[config.mk]
export PLATFORM = sky130hd
export DESIGN_NAME = id_hazard_scoreboard
export DESIGN_NICKNAME = d
export VERILOG_FILES = /design/src/rtl/id_hazard_scoreboard_pkg.sv /design/src/rtl/id_hazard_scoreboard_sb_counter_bank.sv /design/src/rtl/id_hazard_scoreboard.sv
export SDC_FILE = /design/constraint.sdc
export NUM_CORES = 1
export LEC_CHECK = 0
export ABC_AREA = 1
export BUFFER_PORTS_ARGS = -buffer_cell sky130_fd_sc_hd__buf_2
export CAP_MARGIN = 10
export CORE_ASPECT_RATIO = 1.5
export CORE_MARGIN = 4
export CORE_UTILIZATION = 55
export DETAILED_ROUTE_END_ITERATION = 16
export GPL_ROUTABILITY_DRIVEN = 0
export PLACE_DENSITY = 0.73
export SETUP_SLACK_MARGIN = 0.1
export SLEW_MARGIN = 20
export SYNTH_ARGS = -nofsm -noshare
export SYNTH_HDL_FRONTEND = slang
export SYNTH_SLANG_ARGS = --single-unit
[constraint.sdc]
create_clock -name clk_i -period 2.6 [get_ports clk_i]
set_input_delay 0.78 -clock clk_i [delete_from_list [all_inputs] [get_ports clk_i]]
set_output_delay 0.78 -clock clk_i [all_outputs]
set_load 0.03 [all_outputs]
[src/rtl/id_hazard_scoreboard_pkg.sv]
// Shared types and sizes for the ID-stage hazard scoreboard.
package id_hazard_scoreboard_pkg;

  localparam int unsigned RegAddrW = 5;
  localparam int unsigned NumRegs  = 32;

  typedef enum logic [1:0] {
    StRun   = 2'd0,
    StStall = 2'd1,
    StFault = 2'd2
  } hz_state_e;

endpackage

[src/rtl/id_hazard_scoreboard_sb_counter_bank.sv]
// Per-register in-flight write counters with zero / one / full flags.
module sb_counter_bank
  import id_hazard_scoreboard_pkg::*;
#(
  parameter int unsigned CntW = 2
) (
  input  logic                clk_i,
  input  logic                rst_ni,
  input  logic                inc_en_i,
  input  logic [RegAddrW-1:0] inc_addr_i,
  input  logic                dec_en_i,
  input  logic [RegAddrW-1:0] dec_addr_i,
  output logic [NumRegs-1:0]  zero_o,
  output logic [NumRegs-1:0]  one_o,
  output logic [NumRegs-1:0]  full_o
);

  localparam logic [CntW-1:0] CntMax = '1;

  for (genvar g = 0; g < NumRegs; g++) begin : g_cnt
    logic            inc, dec;
    logic [CntW-1:0] cnt_q, cnt_d;

    // Register 0 is hardwired and never counted; decrements of an idle entry are dropped.
    assign inc = inc_en_i && (inc_addr_i == RegAddrW'(g)) && (g != 0) && (cnt_q != CntMax);
    assign dec = dec_en_i && (dec_addr_i == RegAddrW'(g)) && (g != 0) && (cnt_q != '0);

    always_comb begin
      cnt_d = cnt_q;
      if (inc && !dec) begin
        cnt_d = cnt_q + 1'b1;
      end else if (dec && !inc) begin
        cnt_d = cnt_q - 1'b1;
      end
    end

    always_ff @(posedge clk_i or negedge rst_ni) begin
      if (!rst_ni) begin
        cnt_q <= '0;
      end else begin
        cnt_q <= cnt_d;
      end
    end

    assign zero_o[g] = (cnt_q == '0);
    assign one_o[g]  = (cnt_q == CntW'(1));
    assign full_o[g] = (cnt_q == CntMax);
  end

endmodule

[src/rtl/id_hazard_scoreboard.sv]
// ID-stage hazard scoreboard: stall/issue/flush decision, stall watchdog.
// Optional HAZARD_STATS_EN adds saturating stall-cycle and flush counters.
module id_hazard_scoreboard
  import id_hazard_scoreboard_pkg::*;
#(
  parameter int unsigned CntW     = 2,
  parameter int unsigned MaxStall = 15
) (
  input  logic                clk_i,
  input  logic                rst_ni,
  input  logic                id_valid_i,
  input  logic [RegAddrW-1:0] id_rs_i,
  input  logic [RegAddrW-1:0] id_rt_i,
  input  logic                id_uses_rs_i,
  input  logic                id_uses_rt_i,
  input  logic [RegAddrW-1:0] id_dest_i,
  input  logic                id_writes_i,
  input  logic                ex_redirect_i,
  input  logic                wb_valid_i,
  input  logic [RegAddrW-1:0] wb_dest_i,
  output logic                id_issue_o,
  output logic                id_stall_o,
  output logic                id_flush_o,
`ifdef HAZARD_STATS_EN
  output logic [31:0]         stat_stall_cycles_o,
  output logic [15:0]         stat_flushes_o,
`endif
  output logic                sb_busy_o,
  output logic                stall_fault_o
);

  localparam int unsigned       StallW    = $clog2(MaxStall + 1);
  localparam logic [StallW-1:0] StallLast = StallW'(MaxStall);

  logic [NumRegs-1:0] cnt_zero, cnt_one, cnt_full;
  logic               rs_pend, rt_pend, rs_byp, rt_byp, raw, sat, hazard, in_fault;
  logic               issue, stall, flush;
  hz_state_e          state_q, state_d;
  logic [StallW-1:0]  stall_cnt_q, stall_cnt_d;

  sb_counter_bank #(
    .CntW(CntW)
  ) u_bank (
    .clk_i     (clk_i),
    .rst_ni    (rst_ni),
    .inc_en_i  (issue && id_writes_i),
    .inc_addr_i(id_dest_i),
    .dec_en_i  (wb_valid_i),
    .dec_addr_i(wb_dest_i),
    .zero_o    (cnt_zero),
    .one_o     (cnt_one),
    .full_o    (cnt_full)
  );

  // A WB retiring the last pending write of a source forwards it this cycle.
  assign rs_pend = id_uses_rs_i && (id_rs_i != '0) && !cnt_zero[id_rs_i];
  assign rt_pend = id_uses_rt_i && (id_rt_i != '0) && !cnt_zero[id_rt_i];
  assign rs_byp  = wb_valid_i && (wb_dest_i == id_rs_i) && cnt_one[id_rs_i];
  assign rt_byp  = wb_valid_i && (wb_dest_i == id_rt_i) && cnt_one[id_rt_i];
  assign raw     = (rs_pend && !rs_byp) || (rt_pend && !rt_byp);
  assign sat     = id_writes_i && (id_dest_i != '0) && cnt_full[id_dest_i];
  assign hazard  = raw || sat;

  assign in_fault = (state_q == StFault);
  assign flush    = id_valid_i && ex_redirect_i;
  assign stall    = id_valid_i && !ex_redirect_i && hazard && !in_fault;
  assign issue    = id_valid_i && !ex_redirect_i && !hazard && !in_fault;

  // Outputs are forced low while reset is held, independent of the ID inputs.
  assign id_flush_o    = rst_ni && flush;
  assign id_stall_o    = rst_ni && stall;
  assign id_issue_o    = rst_ni && issue;
  assign sb_busy_o     = ~&cnt_zero;
  assign stall_fault_o = in_fault;

  always_comb begin
    state_d     = state_q;
    stall_cnt_d = stall_cnt_q;
    unique case (state_q)
      StRun: begin
        if (stall) state_d = StStall;
      end
      StStall: begin
        if (!stall) begin
          state_d     = StRun;
          stall_cnt_d = '0;
        end else begin
          if (stall_cnt_q != StallLast) stall_cnt_d = stall_cnt_q + 1'b1;
          if (stall_cnt_d == StallLast) state_d = StFault;
        end
      end
      StFault: begin
        state_d = StFault;
      end
      default: begin
        state_d     = StRun;
        stall_cnt_d = '0;
      end
    endcase
  end

  always_ff @(posedge clk_i or negedge rst_ni) begin
    if (!rst_ni) begin
      state_q     <= StRun;
      stall_cnt_q <= '0;
    end else begin
      state_q     <= state_d;
      stall_cnt_q <= stall_cnt_d;
    end
  end

`ifdef HAZARD_STATS_EN
  logic [31:0] stat_stall_q;
  logic [15:0] stat_flush_q;

  always_ff @(posedge clk_i or negedge rst_ni) begin
    if (!rst_ni) begin
      stat_stall_q <= '0;
      stat_flush_q <= '0;
    end else begin
      if (stall && (stat_stall_q != '1)) stat_stall_q <= stat_stall_q + 1'b1;
      if (flush && (stat_flush_q != '1)) stat_flush_q <= stat_flush_q + 1'b1;
    end
  end

  assign stat_stall_cycles_o = stat_stall_q;
  assign stat_flushes_o      = stat_flush_q;
`endif

endmodule

---- After elaboration in Yosys (flattened, before gate mapping) ----
Cells that the tools add are included.
cells by class
  $add $sub $neg .......................... 63
  reductions and logical operators ........ 380
  mux-type cells .......................... 81
  eq/ne operators ......................... 163
  $lt $le $gt $ge ......................... 3
operator list
  operator               count
  $logic_and A1 B1 Y1    208
  $eq A5 B5 Y1 const B   32
  $mux W2                65
  $reduce_bool A2 Y1     62
  $eq A5 B4 Y1 const B   16
  $logic_not A1 Y1       70
  $eq A2 B1 Y1 const B   32
  $eq A2 B2 Y1 const B   32
  $logic_not A2 Y1       32
  $ne A2 B2 Y1 const B   32
  $add A2 B1 Y2 const B  31
  $sub A2 B1 Y2 const B  31
  $eq A5 B3 Y1 const B   8
  $reduce_and A31 Y1     1
  $bmux W1 S5            5
  $eq A5 B2 Y1 const B   4
  $lt A5 B6 Y1 const B   3
  $mux W4                4
  $reduce_bool A5 Y1     3
  $eq A5 B1 Y1 const B   2
  $eq A5 B5 Y1           2
  $pmux W4 S2            1
  $pmux W2 S3            1
  $mux W1                5
  7 further kinds        8
word-level totals
  flip-flop bits (word level) ............. 68
  output and inout bits ................... 5
  input port bits ......................... 28

---- Depth between registers and ports, before layout ----
  depth in word-level cells ............... 18
  mapped depth ............................ 21

---- Modules after synthesis ----
From an unflattened synthesis, not the netlist that was laid out.
unflattened totals
  cell total of the unflattened synthesis .. 1250
  area, all modules ....................... 7940.1 sq um
by module, submodules not included
  module                times used  cells each  area each (sq um)  sequential area each (sq um)
  sb_counter_bank       1           754         5461.5             1551.5
  id_hazard_scoreboard  1           496         2478.6             150.1

---- Worst setup path before layout ----
Ideal clock, no wire load.
  path type ............................... input-to-output
  from .................................... in id_rt_i[0]
  to ...................................... out id_stall_o
  path buffers ............................ 2
  required time ........................... 1.820 ns
  arrival ................................. 2.323 ns
  setup slack ............................. -0.503 ns
  cell stages on the path ................. 15
  cell sequence ........................... buf_4 > inv_2 > buf_4 > nand2_1 > nand3_1 > nand2_1 > nor2_1 > nand2_1 > a21oi_1 > nand2_1 > nand2_1 > nand2_1 > nand3_1 > nand2_1 > nor2_1
on the way
  cells in the longest elaborated chain, start to end .. 10
  elaborated cells on any way between the ends .. 18
ends and longest elaborated chain
  item                                                         line                                                    RTL
  start, declared                                              id_hazard_scoreboard.sv:13                              input logic [RegAddrW-1:0] id_rt_i,
  $bmux W1 S5, or another cell as far along                    id_hazard_scoreboard.sv:57                              assign rt_pend = id_uses_rt_i && (id_rt_i != '0) && !cnt_zero[id_rt_i];
  $mux W1 (implied by the code), or another cell as far along  id_hazard_scoreboard.sv:57
  $logic_not A1 Y1 or $logic_and A1 B1 Y1 (tied branches)      id_hazard_scoreboard.sv:57, id_hazard_scoreboard.sv:59
  $logic_and A1 B1 Y1 or $logic_not A1 Y1 (tied branches)      id_hazard_scoreboard.sv:57, id_hazard_scoreboard.sv:60
  $logic_and A1 B1 Y1 *                                        id_hazard_scoreboard.sv:60                              assign raw = (rs_pend && !rs_byp) || (rt_pend && !rt_byp);
  $logic_or A1 B1 Y1 *                                         id_hazard_scoreboard.sv:60
  $logic_or A1 B1 Y1 *                                         id_hazard_scoreboard.sv:62                              assign hazard = raw || sat;
  $logic_and A1 B1 Y1 * (2 in series)                          id_hazard_scoreboard.sv:66                              assign stall = id_valid_i && !ex_redirect_i && hazard && !in_fault;
  $logic_and A1 B1 Y1 *                                        id_hazard_scoreboard.sv:71                              assign id_stall_o = rst_ni && stall;
  end, declared                                                id_hazard_scoreboard.sv:22                              output logic id_stall_o,
Every way passes the cells marked *; elsewhere a longest branch is shown, timed or not. The select of a mux whose other input is x is not followed.

---- Worst setup path after layout ----
  from .................................... in id_dest_i[1]
  to ...................................... out id_stall_o
on the way
  cells in the longest elaborated chain, start to end .. 7
  elaborated cells on any way between the ends .. 9
ends and longest elaborated chain
  item                                                                  line                        RTL
  start, declared                                                       id_hazard_scoreboard.sv:16  input logic [RegAddrW-1:0] id_dest_i,
  $bmux W1 S5 or $reduce_bool A5 Y1 (tied branches)                     id_hazard_scoreboard.sv:61  assign sat = id_writes_i && (id_dest_i != '0) && cnt_full[id_dest_i];
  $mux W1 (implied by the code) or $logic_and A1 B1 Y1 (tied branches)  id_hazard_scoreboard.sv:61
  $logic_and A1 B1 Y1 *                                                 id_hazard_scoreboard.sv:61
  $logic_or A1 B1 Y1 *                                                  id_hazard_scoreboard.sv:62
  $logic_and A1 B1 Y1 * (2 in series)                                   id_hazard_scoreboard.sv:66
  $logic_and A1 B1 Y1 *                                                 id_hazard_scoreboard.sv:71
Marked as above.

==> out/metrics.yaml <==
sta:
  slew_headroom_pct: 40.3
  setup_viol: 65
  period_share_pct: 122
  hold_violations: 0
  tightestPinTransition_ns: 0.895
  hold_ws_ns: 0.514
  layout_setup_ws_ns: -0.564
  max_freq_ghz: 0.316
  drv_slew: 0
  period_needed_ns: 3.16
  rsz0062_at_grt: "true"
  finClkSkew_ns: 0.00888
setup_path:
  worstSetupPathType: "input pin to output pin"
  cp_data_arrival_time_ns: 2.38
  worst-path-max-fanout: 5
  end_kind: "output pin"
  worst_ep_required_time_ns: 1.82
  start_kind: "input pin"
drt:
  avgRoutedWirePerCell_um: 17.6
  routed_wl_mm: 25.0
  first_pass_iters: 8
  vias_per_cell: 5.65
  num_vias: 8014
  ant_nets: 0
  remaining_drc_errors: 0
  dr.first_iter.drc_count: 1103
clocking:
  cts_root_buffer: "clkbuf_16"
  clk_pin_slew_worst_paths_ns: 0.06
  htreeDepth: 3
  cts_sinks: 68
  cts_hold_buf: 0
  cts_tree: "built"
  cts_inserted_buffers: 9
  cts_buffer_depth: 2
  clk-insertion-delay-late_ns: 0.34
synth:
  synth-compound-area-share_pct: 4.62
  synthMuxAreaShare_pct: 0
  netlist_area_sq_mm: 0.00721
  ys_seq_area_share_pct: 23.6
  synth_seq_cells: 68
  yosys.area_share.simple_pct: 31.3
  synth_xor_area_share_pct: 7.77
  synthAdderAreaFrac_pct: 21.7
  synth_top_family_by_area: "simple AND/OR/NAND/NOR gates"
  syn_nets: 1192
  syn_avg_cell_area_sq_um: 6.94
  yosysWarnings: 0
  ys_types: 30
  syn_inst: 1039
global_routing:
  grt_overflow_total: 0
  antenna_found_initial: 0
  grt_pass1_vias: 8031
  globalRouteTotalUtil_pct: 34.2
  grt_pass1_wl_mm: 39.6
  grt_max_degree: 69
pwr:
  peakVddDrop_mv: 0.348
  p_leak_nw: 5.24
  p_sw_share_pct: 26.3
  p_per_area_mw_per_mm2: 314
  report.power.total_w: 0.00307
  p_int_w: 0.00226
  power.switching_w: 0.000809
  pwr-share-comb_pct: 17.6
  clockPowerShare_pct: 48.0
  seq_power_share_pct: 34.5
flow_run:
  maxCapViolations: 0
outcome:
  violations: "negative setup slack"
  status: "complete, but fails checks"
floorplanning:
  fp-row-count: 51
  initial_core_util_pct: 55.9
  die-width_um: 101
  core_area_sq_mm: 0.0129
  ios: 33
  die_area_sq_mm: 0.0150
  die_h_um: 148
final_layout:
  layout.nets: 1408
  area_growth_pct: 35.6
  antenna_cells: 0
  drive_above_1_share_pct: 25.3
  fillers: 977
place:
  dp_hpwl_mm: 18.8
  port_buffers: 32
worst_hold_path:
  holdCritPathClass: "register to register"
[path summary, 6_finish.rpt]
path / slack, ns / depth (start not counted) / endpoint / startpoint
worst max-delay path: -0.56 / 15 / id_stall_o / id_dest_i[1]
worst min-delay path: 0.51 / 2 / stall_cnt_q[3] / stall_cnt_q[3]
worst max register to register: -0.28 / 16 / u_bank.g_cnt[18].cnt_q[0] / u_bank.g_cnt[29].cnt_q[0]
worst min register to register: 0.51 / 2 / stall_cnt_q[3] / stall_cnt_q[3]
max in group asynchronous: 1.32 / 2 / u_bank.g_cnt[8].cnt_q[1] / rst_ni
min in group asynchronous: 0.71 / 2 / u_bank.g_cnt[14].cnt_q[0] / rst_ni
[worst max-delay path: stages]
cell     delay [ns]
buf_6          0.11
buf_6          0.10
nor2_4         0.03
buf_4          0.14
nand2_1        0.06
nand4_1        0.10
nand2_1        0.09
nand2_2        0.08
o21ai_2        0.19
nand3_2        0.13
buf_4          0.15
nand3_2        0.08
nand2_2        0.07
nor2_4         0.12
buf_6          0.13
[final cells by class]
type | instances | area, sq um | share of cell area, %
timing repair buffer | 234 | 1870 | 19.1
clock inverter | 4 | 95.1 | 0.972
multi-input combinational | 775 | 5020 | 51.3
inverter | 167 | 637 | 6.51
clock buffer | 12 | 256 | 2.62
sequential | 68 | 1700 | 17.4
tap | 159 | 199 | 2.03
[Yosys cell counts]
cell       number  area share, %
nand2_1       256             13
inv_1         163            8.5
nand3_1       149             10
ha_1          125             22
nor2_1         79            4.1
dfrtp_1        68             24
o21ai_0        41            2.8
xor2_1         33            4.0
xnor2_1        31            3.8
buf_2          17            1.2
nand4_1        16            1.4
a21oi_1        10           0.69
nor2_2          7           0.61
clkbuf_1        5           0.26
nor3_1          5           0.35
nor4_1          5           0.43
buf_4           4           0.42
o211ai_1        4           0.42
buf_6           3           0.47
inv_2           3           0.16
o21ai_1         3           0.21
o2111ai_1       2           0.24
or2_1           2           0.17
or2_2           2           0.17
a31oi_1         1          0.087
clkinv_1        1          0.052
nand3_2         1           0.14
nor2_4          1           0.16
o41ai_1         1           0.12
or4_1           1           0.10
[power by group through the flow]
| stage | sequential [W] | clock [W] | combinational, W |
|---|---|---|---|
| global route | 0.00106 | 0.00153 | 0.000570 |
| floorplan | 0.00108 | 0 | 0.000221 |
| CTS | 0.00106 | 0.00149 | 0.000507 |
| global placement | 0.00108 | 0 | 0.000465 |
| finish | 0.00106 | 0.00147 | 0.000540 |
| detailed placement | 0.00108 | 0 | 0.000468 |
[metrics by stage]
| step | utilization, % | worst slack (ns) | instances | TNS (ns) | cell area (sq um) |
|---|---|---|---|---|---|
| finish | 75.9 | -0.564 | 1419 | -12.18 | 9780 |
| global route | 75.9 | -0.638 | 1419 | -20.25 | 9780 |
| CTS | 74.4 | -0.494 | 1411 | -10.04 | 9590 |
| floorplan | - | -0.259 | 1039 | -3.57 | 7360 |
| detailed placement | 69.8 | -0.678 | 1385 | -34.43 | 8990 |
| global placement | 69.8 | -0.635 | 1385 | -30.84 | 8990 |
[timing repair]
item | in CTS | in global routing
endpoints found under the hold margin | 0 | 0
setup buffers | 9 | 8
resized for setup | 51 | 34
endpoints found under the setup margin | 65 | 65
cloned | 1 | 0
pin swaps | 19 | 9
[layer usage]
layer,share of wire [%],global-route usage [%],up-vias
met4,9.5,23.0,0
li1,-,-,3715
met1,35,39.0,3596
met2,47,57.0,518
met5,0,0,-
met3,9.0,6.34,185
[flip-flops by register name, indices dropped and copies added, names as in the netlist]
name                flops
stall_cnt_q             4
u_bank.g_cnt.cnt_q     62
state_q                 2
[cells in the final DEF (no fill, tap or decap), types with 4 or more instances in the layout]
cell type and count:
a21oi_1 7, buf_12 7, buf_2 25, buf_4 186, buf_6 12, clkbuf_16 9
dfrtp_1 68, ha_1 114, ha_4 10, inv_1 149, inv_2 14, inv_4 4
nand2_1 250, nand2_2 5, nand3_1 141, nand3_2 8, nand4_1 16, nor2_1 71
nor2_2 4, nor2_4 12, nor3_1 5, nor4_1 4, o211ai_1 4, o21ai_0 11
o21ai_1 31, xnor2_1 30, xor2_1 33
[cells by family after synthesis]
group,after synthesis
compound gates,62
simple gates,524
xor+xnor,64
flops,68
buf+inv,196
fa+ha+maj,125
Power figures use the tool's default switching activity.
